**config.mk**
```make
export PLATFORM = sky130hd
export DESIGN_NAME = alu_exec_stage
export DESIGN_NICKNAME = d
export VERILOG_FILES = /design/src/rtl/alu_pkg.sv /design/src/rtl/alu_iter_muldiv.sv /design/src/rtl/alu_exec_stage.sv
export SDC_FILE = /design/constraint.sdc
export NUM_CORES = 1
export LEC_CHECK = 0
export ABC_AREA = 1
export BUFFER_PORTS_ARGS = -buffer_cell sky130_fd_sc_hd__buf_2
export CAP_MARGIN = 20
export CORE_AREA = 2 2 112 141
export DETAILED_ROUTE_END_ITERATION = 16
export DIE_AREA = 0 0 114 143
export PLACE_DENSITY = 0.78
export SETUP_SLACK_MARGIN = 0.15
export SLEW_MARGIN = 25
export SYNTH_ARGS = -nofsm -noshare
export SYNTH_HDL_FRONTEND = slang
export SYNTH_HIERARCHICAL = 1
export SYNTH_SLANG_ARGS = --single-unit
```
**constraint.sdc**
```tcl
create_clock -name clk -period 2.8 [get_ports clk]
set_input_delay 0.14 -clock clk [delete_from_list [all_inputs] [get_ports clk]]
set_output_delay 0.14 -clock clk [all_outputs]
set_load 0.01 [all_outputs]
```
**src/rtl/alu_pkg.sv**
```systemverilog
// Shared constants and types for the ALU execute stage and its iterative multiply/divide unit.
// Optional divider hardware is selected with the HW_DIV_EN macro.
package alu_pkg;

  localparam int         DATA_WIDTH_DEF = 16;
  localparam logic [3:0] ALU_OP         = 4'b0001;

  typedef enum logic [3:0] {
    FN_ADD = 4'h0,
    FN_SUB = 4'h1,
    FN_AND = 4'h2,
    FN_OR  = 4'h3,
    FN_XOR = 4'h4,
    FN_SHL = 4'h5,
    FN_SHR = 4'h6,
    FN_SLT = 4'h7,
    FN_MUL = 4'h8,
    FN_DIV = 4'h9,
    FN_REM = 4'hA
  } alu_fn_e;

  typedef enum logic [1:0] {
    IDLE = 2'd0,
    ITER = 2'd1,
    DONE = 2'd2
  } state_e;

  typedef enum logic [1:0] {
    MD_MUL = 2'd0,
    MD_DIV = 2'd1,
    MD_REM = 2'd2
  } md_mode_e;

endpackage

```
**src/rtl/alu_iter_muldiv.sv**
```systemverilog
// One-bit-per-step shift-add multiplier and restoring divider sharing a step counter.
// The divider datapath exists only when HW_DIV_EN is defined.
module alu_iter_muldiv
  import alu_pkg::*;
#(
  parameter int DATA_WIDTH = DATA_WIDTH_DEF
) (
  input  logic                  clk,
  input  logic                  reset_n,
  input  logic                  load,
  input  logic                  step,
  input  md_mode_e              mode,
  input  logic [DATA_WIDTH-1:0] a,
  input  logic [DATA_WIDTH-1:0] b,
  output logic                  last_step,
  output logic [DATA_WIDTH-1:0] res_next
);

  localparam int CW = (DATA_WIDTH > 1) ? $clog2(DATA_WIDTH) : 1;

  logic [CW-1:0]         count_q, count_d;
  logic [DATA_WIDTH-1:0] mcand_q, mcand_d;
  logic [DATA_WIDTH-1:0] mplier_q, mplier_d;
  logic [DATA_WIDTH-1:0] acc_q, acc_d;
  logic [DATA_WIDTH-1:0] partial;
  logic [DATA_WIDTH-1:0] mul_next;

  always_comb begin
    partial  = mplier_q[0] ? mcand_q : '0;
    mul_next = acc_q + partial;
    count_d  = count_q;
    mcand_d  = mcand_q;
    mplier_d = mplier_q;
    acc_d    = acc_q;
    if (load) begin
      count_d  = CW'(DATA_WIDTH - 1);
      mcand_d  = a;
      mplier_d = b;
      acc_d    = '0;
    end else if (step) begin
      count_d  = count_q - 1'b1;
      mcand_d  = mcand_q << 1;
      mplier_d = mplier_q >> 1;
      acc_d    = mul_next;
    end
  end

  always_ff @(posedge clk or negedge reset_n) begin
    if (!reset_n) begin
      count_q  <= '0;
      mcand_q  <= '0;
      mplier_q <= '0;
      acc_q    <= '0;
    end else begin
      count_q  <= count_d;
      mcand_q  <= mcand_d;
      mplier_q <= mplier_d;
      acc_q    <= acc_d;
    end
  end

  assign last_step = (count_q == '0);

`ifdef HW_DIV_EN
  md_mode_e              mode_q, mode_d;
  logic [DATA_WIDTH-1:0] rem_q, rem_d;
  logic [DATA_WIDTH-1:0] quo_q, quo_d;
  logic [DATA_WIDTH-1:0] dvsr_q, dvsr_d;
  logic [DATA_WIDTH:0]   trial;
  logic [DATA_WIDTH:0]   diff;
  logic                  fits;
  logic [DATA_WIDTH-1:0] rem_step;
  logic [DATA_WIDTH-1:0] quo_step;

  // Restoring step: shift the next dividend bit into the partial remainder, subtract if it fits.
  always_comb begin
    trial    = {rem_q, quo_q[DATA_WIDTH-1]};
    diff     = trial - {1'b0, dvsr_q};
    fits     = ~diff[DATA_WIDTH];
    rem_step = fits ? diff[DATA_WIDTH-1:0] : trial[DATA_WIDTH-1:0];
    quo_step = {quo_q[DATA_WIDTH-2:0], fits};
    mode_d   = mode_q;
    rem_d    = rem_q;
    quo_d    = quo_q;
    dvsr_d   = dvsr_q;
    if (load) begin
      mode_d = mode;
      rem_d  = '0;
      quo_d  = a;
      dvsr_d = b;
    end else if (step) begin
      rem_d = rem_step;
      quo_d = quo_step;
    end
    case (mode_q)
      MD_DIV:  res_next = quo_step;
      MD_REM:  res_next = rem_step;
      default: res_next = mul_next;
    endcase
  end

  always_ff @(posedge clk or negedge reset_n) begin
    if (!reset_n) begin
      mode_q <= MD_MUL;
      rem_q  <= '0;
      quo_q  <= '0;
      dvsr_q <= '0;
    end else begin
      mode_q <= mode_d;
      rem_q  <= rem_d;
      quo_q  <= quo_d;
      dvsr_q <= dvsr_d;
    end
  end
`else
  logic unused_mode;
  assign unused_mode = ^mode;
  assign res_next    = mul_next;
`endif

endmodule

```
**src/rtl/alu_exec_stage.sv**
```systemverilog
// Execute stage: single-cycle logic/add ops plus iterative MUL (and DIV/REM when HW_DIV_EN
// is defined) behind a start/busy/done handshake, producing register write-back.
module alu_exec_stage
  import alu_pkg::*;
#(
  parameter int         DATA_WIDTH    = DATA_WIDTH_DEF,
  parameter logic [3:0] ALU_OP_NIBBLE = ALU_OP
) (
  input  logic                  clk,
  input  logic                  reset_n,
  input  logic [15:0]           opcode,
  input  logic                  start,
  input  logic [DATA_WIDTH-1:0] operand_a,
  input  logic [DATA_WIDTH-1:0] operand_b,
  output logic [DATA_WIDTH-1:0] write_data,
  output logic                  write_enable,
  output logic                  busy,
  output logic                  done,
  output logic                  flag_zero,
  output logic                  flag_carry,
  output logic                  error
);

  state_e                state_q, state_d;
  logic [DATA_WIDTH-1:0] write_data_q, write_data_d;
  logic                  write_enable_q, write_enable_d;
  logic                  busy_q, busy_d;
  logic                  done_q, done_d;
  logic                  flag_zero_q, flag_zero_d;
  logic                  flag_carry_q, flag_carry_d;
  logic                  error_q, error_d;

  logic [3:0]            fn;
  logic                  accept;
  logic [DATA_WIDTH:0]   alu_res;
  logic                  alu_single;
  logic                  iter_load;
  logic                  iter_step;
  logic                  iter_last;
  md_mode_e              iter_mode;
  logic [DATA_WIDTH-1:0] iter_res;
  logic                  unused_opcode_lo;

  assign fn               = opcode[11:8];
  assign accept           = start && (opcode[15:12] == ALU_OP_NIBBLE);
  assign unused_opcode_lo = ^opcode[7:0];

  // Bit DATA_WIDTH of alu_res is the carry/borrow; it stays 0 for every non-arithmetic op.
  always_comb begin
    alu_res    = '0;
    alu_single = 1'b1;
    case (fn)
      FN_ADD:  alu_res = {1'b0, operand_a} + {1'b0, operand_b};
      FN_SUB:  alu_res = {1'b0, operand_a} - {1'b0, operand_b};
      FN_AND:  alu_res = {1'b0, operand_a & operand_b};
      FN_OR:   alu_res = {1'b0, operand_a | operand_b};
      FN_XOR:  alu_res = {1'b0, operand_a ^ operand_b};
      FN_SHL:  alu_res = {1'b0, operand_a << operand_b[3:0]};
      FN_SHR:  alu_res = {1'b0, operand_a >> operand_b[3:0]};
      FN_SLT:  alu_res = {{DATA_WIDTH{1'b0}}, (operand_a < operand_b)};
      default: alu_single = 1'b0;
    endcase
  end

  always_comb begin
    state_d        = state_q;
    write_data_d   = write_data_q;
    write_enable_d = 1'b0;
    done_d         = 1'b0;
    error_d        = 1'b0;
    flag_zero_d    = flag_zero_q;
    flag_carry_d   = flag_carry_q;
    iter_load      = 1'b0;
    iter_step      = 1'b0;
    iter_mode      = MD_MUL;
    case (state_q)
      IDLE: begin
        if (accept) begin
          state_d = DONE;
          done_d  = 1'b1;
          if (alu_single) begin
            write_data_d   = alu_res[DATA_WIDTH-1:0];
            write_enable_d = 1'b1;
            flag_zero_d    = (alu_res[DATA_WIDTH-1:0] == '0);
            flag_carry_d   = alu_res[DATA_WIDTH];
          end else if (fn == FN_MUL) begin
            state_d   = ITER;
            done_d    = 1'b0;
            iter_load = 1'b1;
          end
`ifdef HW_DIV_EN
          else if ((fn == FN_DIV) || (fn == FN_REM)) begin
            if (operand_b == '0) begin
              write_data_d = '1;
              flag_zero_d  = 1'b0;
              flag_carry_d = 1'b0;
              error_d      = 1'b1;
            end else begin
              state_d   = ITER;
              done_d    = 1'b0;
              iter_load = 1'b1;
              iter_mode = (fn == FN_DIV) ? MD_DIV : MD_REM;
            end
          end
`endif
          else begin
            // Illegal function: report it, keep the previous result visible.
            error_d      = 1'b1;
            flag_carry_d = 1'b0;
          end
        end
      end
      ITER: begin
        iter_step = 1'b1;
        if (iter_last) begin
          state_d        = DONE;
          done_d         = 1'b1;
          write_enable_d = 1'b1;
          write_data_d   = iter_res;
          flag_zero_d    = (iter_res == '0);
          flag_carry_d   = 1'b0;
        end
      end
      DONE:    state_d = IDLE;
      default: state_d = IDLE;
    endcase
  end

  assign busy_d = (state_d == ITER);

  always_ff @(posedge clk or negedge reset_n) begin
    if (!reset_n) begin
      state_q        <= IDLE;
      write_data_q   <= '0;
      write_enable_q <= 1'b0;
      busy_q         <= 1'b0;
      done_q         <= 1'b0;
      flag_zero_q    <= 1'b0;
      flag_carry_q   <= 1'b0;
      error_q        <= 1'b0;
    end else begin
      state_q        <= state_d;
      write_data_q   <= write_data_d;
      write_enable_q <= write_enable_d;
      busy_q         <= busy_d;
      done_q         <= done_d;
      flag_zero_q    <= flag_zero_d;
      flag_carry_q   <= flag_carry_d;
      error_q        <= error_d;
    end
  end

  alu_iter_muldiv #(
    .DATA_WIDTH (DATA_WIDTH)
  ) u_iter (
    .clk       (clk),
    .reset_n   (reset_n),
    .load      (iter_load),
    .step      (iter_step),
    .mode      (iter_mode),
    .a         (operand_a),
    .b         (operand_b),
    .last_step (iter_last),
    .res_next  (iter_res)
  );

  assign write_data   = write_data_q;
  assign write_enable = write_enable_q;
  assign busy         = busy_q;
  assign done         = done_q;
  assign flag_zero    = flag_zero_q;
  assign flag_carry   = flag_carry_q;
  assign error        = error_q;

endmodule

```
==> flow_summary_export.csv, run 1 <==
group,metric,value,unit
worst_setup_path,end_kind,"flop",
cells_and_area,drive_above_1_share,0.179,
die,dieArea,16300,sq um
sta,relSlewSlack,0.530,
sta,setup_viol,1,
power_and_ir_drop,ir_drop,0.000312,V
min_path,hold_depth,3,
detailed_routing,drcViolationCount,0,
power_and_ir_drop,internal-power,3.79,mW
outcome,outcome,"complete, but fails checks",
worst_setup_path,worstReg2RegEnd,"flag_zero",
power_and_ir_drop,comb_power_share,0.589,
synth,ys_warn_count,6,
place,port_buffers,64,
worst_setup_path,crit_type,"reg -> reg",
cts,cts.clk_slew.worst_paths,0.06,ns
worst_setup_path,worstPathArrival,3.07,ns
cells_and_area,fillers,1348,
global_routing,grt_first_pass_wirelength,48800,microns
cells_and_area,syn_to_final_growth,16.5,%
power_and_ir_drop,p_leak,5.64,nW
worst_setup_path,r2r_cells,16,
worst_setup_path,ff2ff_setup_slack,-0.007,ns
sta,hold_slack,0.0951,ns
die,core_area,14900,sq um
cts,cts_buffer_depth,2,
cts,cts_max_level,3,
cts,cts_made_buffers,9,
detailed_routing,drt-initial-drc-count,955,
die,start_util,0.587,
power_and_ir_drop,p_switching,3.17,mW
power_and_ir_drop,swShare,0.455,
cts,cts_tree,"built",
sta,finalHoldViolations,0,
outcome,violations,"negative setup slack",
worst_setup_path,r2r_start,"u_iter/mplier_q[0]",
synth,synth_area,8740,sq um
cells_and_area,fin_cells,1704,
min_path,whs_endpoint,"error",
place,gp_congestion,1.10,
detailed_routing,num_vias,9963,
die,die_y,143,microns
power_and_ir_drop,power_density,682,nW/um^2
sta,post-route-min-period,2.81,ns
sta,layout_setup_ws,-0.00700,ns
global_routing,grt_pass1_vias,9344,
power_and_ir_drop,power.share.clock,0.156,
flow_run,max_cap_viol_count,0,
synth,syn_area_per_cell,6.10,sq um
sta,period_share,1.00,
detailed_routing,drtAntennaViolNets,0,
die,fp.dieW,114,microns
worst_setup_path,cp-start-kind,"flop",
worst_setup_path,crit_required,3.06,ns
place,place_hpwl,24400,microns
cells_and_area,fin_area,10200,sq um
cells_and_area,layout.nets,1646,
sta,max_freq,356,MHz
place,dp_cells,1676,
detailed_routing,drt_pass1_iterations,7,
place,placed_cell_area,9380,sq um
die,std_cell_rows,50,
sta,finalClockSkew,0.00920,ns
detailed_routing,wl_per_cell,18.9,microns
worst_setup_path,path_max_fanout,8,
cts,cts_root_buffer,"clkbuf_16",
sta,fin_tns_setup,-0.00700,ns
min_path,worstHoldStart,"opcode[11]",
sta,rsz0062_at_grt,"true",
global_routing,grt_max_degree,77,
place,pre_cts_slack,0.0122,ns
synth,syn_inst,1433,
cells_and_area,n_antenna_cell,0,
detailed_routing,wl,32200,microns
synth,synthesis.nets,1561,
sta,slew_violations,0,
sta,tightest_slew,0.704,ns
global_routing,gr-total-overflow,0,
cts,cts_sinks,76,
global_routing,grt.total_usage,0.388,
min_path,hp-class,"in -> reg",
detailed_routing,viasPerCell,5.85,
power_and_ir_drop,seqPwrFrac,0.255,
die,boundaryPins,73,
global_routing,antenna_found_initial,0,
cts,clock_latency,0.34,ns
## worst max-delay path: stages, from the launching register on
cell and delay, ns:
dfrtp_2 0.46, clkbuf_16 0.18, nand2_1 0.07, inv_2 0.05
ha_4 0.27, nand2_2 0.09, nand2_1 0.08, a21oi_2 0.13
nand2_2 0.10, nand2_1 0.11, nand3_1 0.12, and2_4 0.19
nor3_2 0.19, nand4_1 0.17, o41ai_4 0.33, nor2_1 0.07
nor2_1 0.11
## layout by cell type (no fill, tap or decap), types with 12 or more instances in the layout
| cell type | n |
|---|---|
| a21oi_1 | 39 |
| buf_2 | 63 |
| buf_4 | 60 |
| dfrtp_1 | 75 |
| ha_1 | 59 |
| ha_4 | 14 |
| inv_1 | 200 |
| inv_2 | 18 |
| nand2_1 | 439 |
| nand2_2 | 27 |
| nand3_1 | 187 |
| nand3_2 | 14 |
| nand4_1 | 12 |
| nor2_1 | 102 |
| nor3_1 | 12 |
| o211ai_1 | 19 |
| o21ai_0 | 46 |
## layer usage
metal | track usage | share of wire | routed length, microns
met2 | 0.685 | 0.49 | 15800
met1 | 0.462 | 0.39 | 12500
met5 | 0 | 0 | 0
met4 | 0.228 | 0.065 | 2090
met3 | 0.0246 | 0.058 | 1860
## power by group through the flow
stage	Clock, mW	Sequential, mW	Combinational (mW)
floorplan	0	1.67	2.08
global placement	0	1.71	2.97
detailed placement	0	1.72	3.02
CTS	1.09	1.75	3.43
global route	1.13	1.81	4.43
finish	1.09	1.77	4.09
## worst max-delay path by stage
| stage | startpoint | end | slack (ns) | depth (start not counted) |
|---|---|---|---|---|
| 2_1_floorplan | u_iter/mplier_q[0] | flag_zero | 0.24 | 14 |
| 6_report | u_iter/mplier_q[0] | flag_zero | -0.007 | 16 |
| 4_1_cts | u_iter/mplier_q[0] | flag_zero | 0.13 | 12 |
| 3_5_place_dp | u_iter/mplier_q[0] | flag_zero | 0.01 | 16 |
| 5_1_grt | u_iter/mplier_q[0] | flag_zero | -0.12 | 17 |
| 3_3_place_gp | u_iter/mplier_q[0] | flag_zero | 0.1 | 11 |
## sequential cells by signal, summed over array words and instances, names as in the netlist
| register | flops |
|---|---|
| flag_carry | 1 |
| done | 1 |
| state_q | 2 |
| busy | 1 |
| error | 1 |
| flag_zero | 1 |
| write_data | 16 |
| u_iter/mcand_q | 16 |
| u_iter/acc_q | 16 |
| u_iter/mplier_q | 16 |
| write_enable | 1 |
| u_iter/count_q | 4 |
## cell type report
| class | instances | area (sq um) | area share |
|---|---|---|---|
| inverters | 220 | 828 | 0.0813 |
| multi-input cells | 1082 | 6100 | 0.599 |
| clock buffers | 10 | 239 | 0.0235 |
| flip-flops and latches | 76 | 1900 | 0.187 |
| clock inverters | 5 | 37.5 | 0.00368 |
| well taps | 182 | 228 | 0.0223 |
| repair buffers | 129 | 855 | 0.0839 |
## per-stage QoR
step	utilization	power (mW)
after floorplan	-	3.75
after global placement	0.630	4.68
after detailed placement	0.630	4.74
after CTS	0.665	6.27
after global routing	0.684	7.38
final	0.684	6.95
## what timing repair did
item,4_1_cts,5_1_grt
endpoints found under the setup margin,1,1
endpoints found under the hold margin,58,0
gates cloned,0,1
hold buffers,1,0
gates resized for setup,28,54
pin swaps,6,21
setup buffers,2,9
No activity file was read; power rests on OpenSTA's default activity.
==> inputs of run 2 (changes only) <==
- SETUP_SLACK_MARGIN: 0.15 -> 0.1
- SLEW_MARGIN: 25 -> 0
==> flow_summary_export.csv, run 2 (synthesis gave the netlist of run 1 again) <==
group,metric,value,unit
outcome,outcome,"finished clean",
cells_and_area,layout_common_cells,"nand2_1, inv_1, nand3_1, nor2_1, dfrtp_1",
die,boundaryPins,73,
worst_setup_path,worstPathArrival,2.95,ns
worst_setup_path,crit_path_start,"u_iter/mplier_q[0]",
power_and_ir_drop,comb_power_share,0.547,
sta,finalClockSkew,0.00791,ns
detailed_routing,wl_per_cell,18.2,microns
worst_setup_path,ff2ff_setup_slack,0.11,ns
die,core_area,14900,sq um
die,std_cell_rows,50,
cts,cts_made_buffers,9,
cells_and_area,syn_to_final_growth,12.7,%
sta,rsz0062_at_grt,"true",
power_and_ir_drop,p_switching,2.81,mW
detailed_routing,drtAntennaViolNets,0,
cells_and_area,n_antenna_cell,0,
global_routing,met2_usage,0.678,
sta,post-route-min-period,2.69,ns
worst_setup_path,r2r_start,"u_iter/mplier_q[0]",
flow_run,max_cap_viol_count,0,
worst_setup_path,path_max_fanout,3,
power_and_ir_drop,power.share.clock,0.173,
sta,layout_setup_ws,0.105,ns
power_and_ir_drop,internal-power,3.43,mW
die,die_y,143,microns
die,start_util,0.587,
sta,relSlewSlack,0.369,
worst_setup_path,crit_type,"reg -> reg",
worst_setup_path,crit_required,3.06,ns
global_routing,use_met1,0.456,
place,place_hpwl,24400,microns
cells_and_area,multi_input_area,5880,sq um
place,gp_congestion,1.10,
sta,slew_violations,0,
worst_setup_path,max_stage_delay,0.59,ns
worst_setup_path,cpMaxStageDelayCell,"or4_4",
detailed_routing,wl,30800,microns
worst_setup_path,path_cells,"nand2_1 -> inv_1 -> ha_1 -> fa_2 -> nand3_1 -> nand3_2 -> xnor2_2 -> inv_1 -> or4_4 -> o41ai_4 -> nor2_1 -> nor2_1",
global_routing,gr-total-overflow,0,
detailed_routing,num_vias,9758,
global_routing,grt_max_degree,77,
power_and_ir_drop,swShare,0.451,
global_routing,grt_pass1_vias,9301,
worst_setup_path,setup.worst_path.end,"flag_zero",
power_and_ir_drop,power_density,633,nW/um^2
cells_and_area,layout_commonest_cell,"nand2_1",
cts,cts_root_buffer,"clkbuf_16",
power_and_ir_drop,p_leak,5.55,nW
global_routing,grt-busiest-layer,"met2",
place,placed_cell_area,9380,sq um
cells_and_area,fin_area,9850,sq um
worst_setup_path,r2r_cells,12,
detailed_routing,viasPerCell,5.77,
place,pre_cts_slack,0.0122,ns
cells_and_area,fillers,1418,
power_and_ir_drop,seqPwrFrac,0.279,
cts,cts_max_level,3,
sta,setup_viol,0,
power_and_ir_drop,ir_drop,0.000288,V
cts,clock_latency,0.33,ns
cts,post_cts_buffers,0,
cells_and_area,layout.nets,1634,
worst_setup_path,worstReg2RegEnd,"flag_zero",
place,port_buffers,64,
sta,tightest_slew,0.946,ns
detailed_routing,drt-initial-drc-count,897,
die,fp.dieW,114,microns
sta,finalHoldViolations,0,
min_path,hp-class,"in -> reg",
cells_and_area,seq_area,1900,sq um
global_routing,grt_first_pass_wirelength,48300,microns
detailed_routing,drcViolationCount,0,
cts,cts_sinks,76,
cts,cts_buffer_depth,2,
sta,max_freq,371,MHz
global_routing,grt_util_met3,0.0246,
cts,cts.clk_slew.worst_paths,0.06,ns
sta,period_share,0.962,
global_routing,grt.total_usage,0.384,
worst_setup_path,end_kind,"flop",
worst_setup_path,cp-start-kind,"flop",
global_routing,antenna_found_initial,0,
cells_and_area,drive_above_1_share,0.140,
sta,fin_tns_setup,0,ns
die,dieArea,16300,sq um
detailed_routing,drt_pass1_iterations,7,
cts,cts_tree,"built",
==> run 2: timing repair <==
item | CTS | global route
hold buffers | 1 | 0
setup endpoints to repair | 1 | 1
pin swaps | 5 | 1
cloned | 0 | 0
hold endpoints to repair | 58 | 0
resized for setup | 14 | 12
==> run 2: metrics by stage <==
stage          utilization  total power, mW  cells  hold WS [ns]
3_3_place_gp         0.630             4.68   1676         0.338
6_report             0.662             6.24   1692        0.0984
2_1_floorplan            -             3.75   1433        -0.156
3_5_place_dp         0.630             4.74   1676         0.348
4_1_cts              0.656             6.04   1692        0.0765
5_1_grt              0.662             6.69   1692        0.0993
==> run 2: how the worst min path moves through the flow <==
stage                             from            endpoint  slack [ns]  cells after the start
after floorplan                reset_n                busy       -0.16                      0
after global placement         reset_n   u_iter/count_q[1]        0.34                      1
after detailed placement       reset_n     u_iter/acc_q[0]        0.35                      1
after CTS                 operand_b[4]  u_iter/mplier_q[4]        0.08                      3
after global routing        opcode[11]               error         0.1                      3
final                     operand_b[4]  u_iter/mplier_q[4]         0.1                      3
==> run 2: metal layers <==
layer  vias to the layer above  part of all wire
met5                         -                 0
met4                         0             0.064
met3                       105             0.053
met2                       448              0.49
met1                      4480              0.40
li1                       4725                 -
==> run 2: critical path, delay by kind of cell (launching register included) <==
family                   cells  cell delay (ns)
XOR/XNOR                     1             0.16
AND/OR/NAND/NOR              6             1.05
flip-flops                   1             0.41
adder cells (fa/ha/maj)      2             0.58
AO/OA/AOI/OAI                1             0.31
buffers and inverters        2             0.12
==> run 2: cell type report <==
class                      instances  share of cell area
multi-input combinational       1082               0.597
sequential                        76               0.193
inverter                         220              0.0841
timing repair buffer             117              0.0747
clock buffer                      10              0.0243
tap                              182              0.0231
clock inverter                     5             0.00381
==> run 2: power groups by stage <==
stage          registers [mW]  clock network [mW]  logic, mW
6_report                 1.74                1.08       3.42
5_1_grt                  1.79                1.13       3.77
4_1_cts                  1.72                1.09       3.22
3_5_place_dp             1.72                   0       3.02
3_3_place_gp             1.71                   0       2.97
2_1_floorplan            1.67                   0       2.08
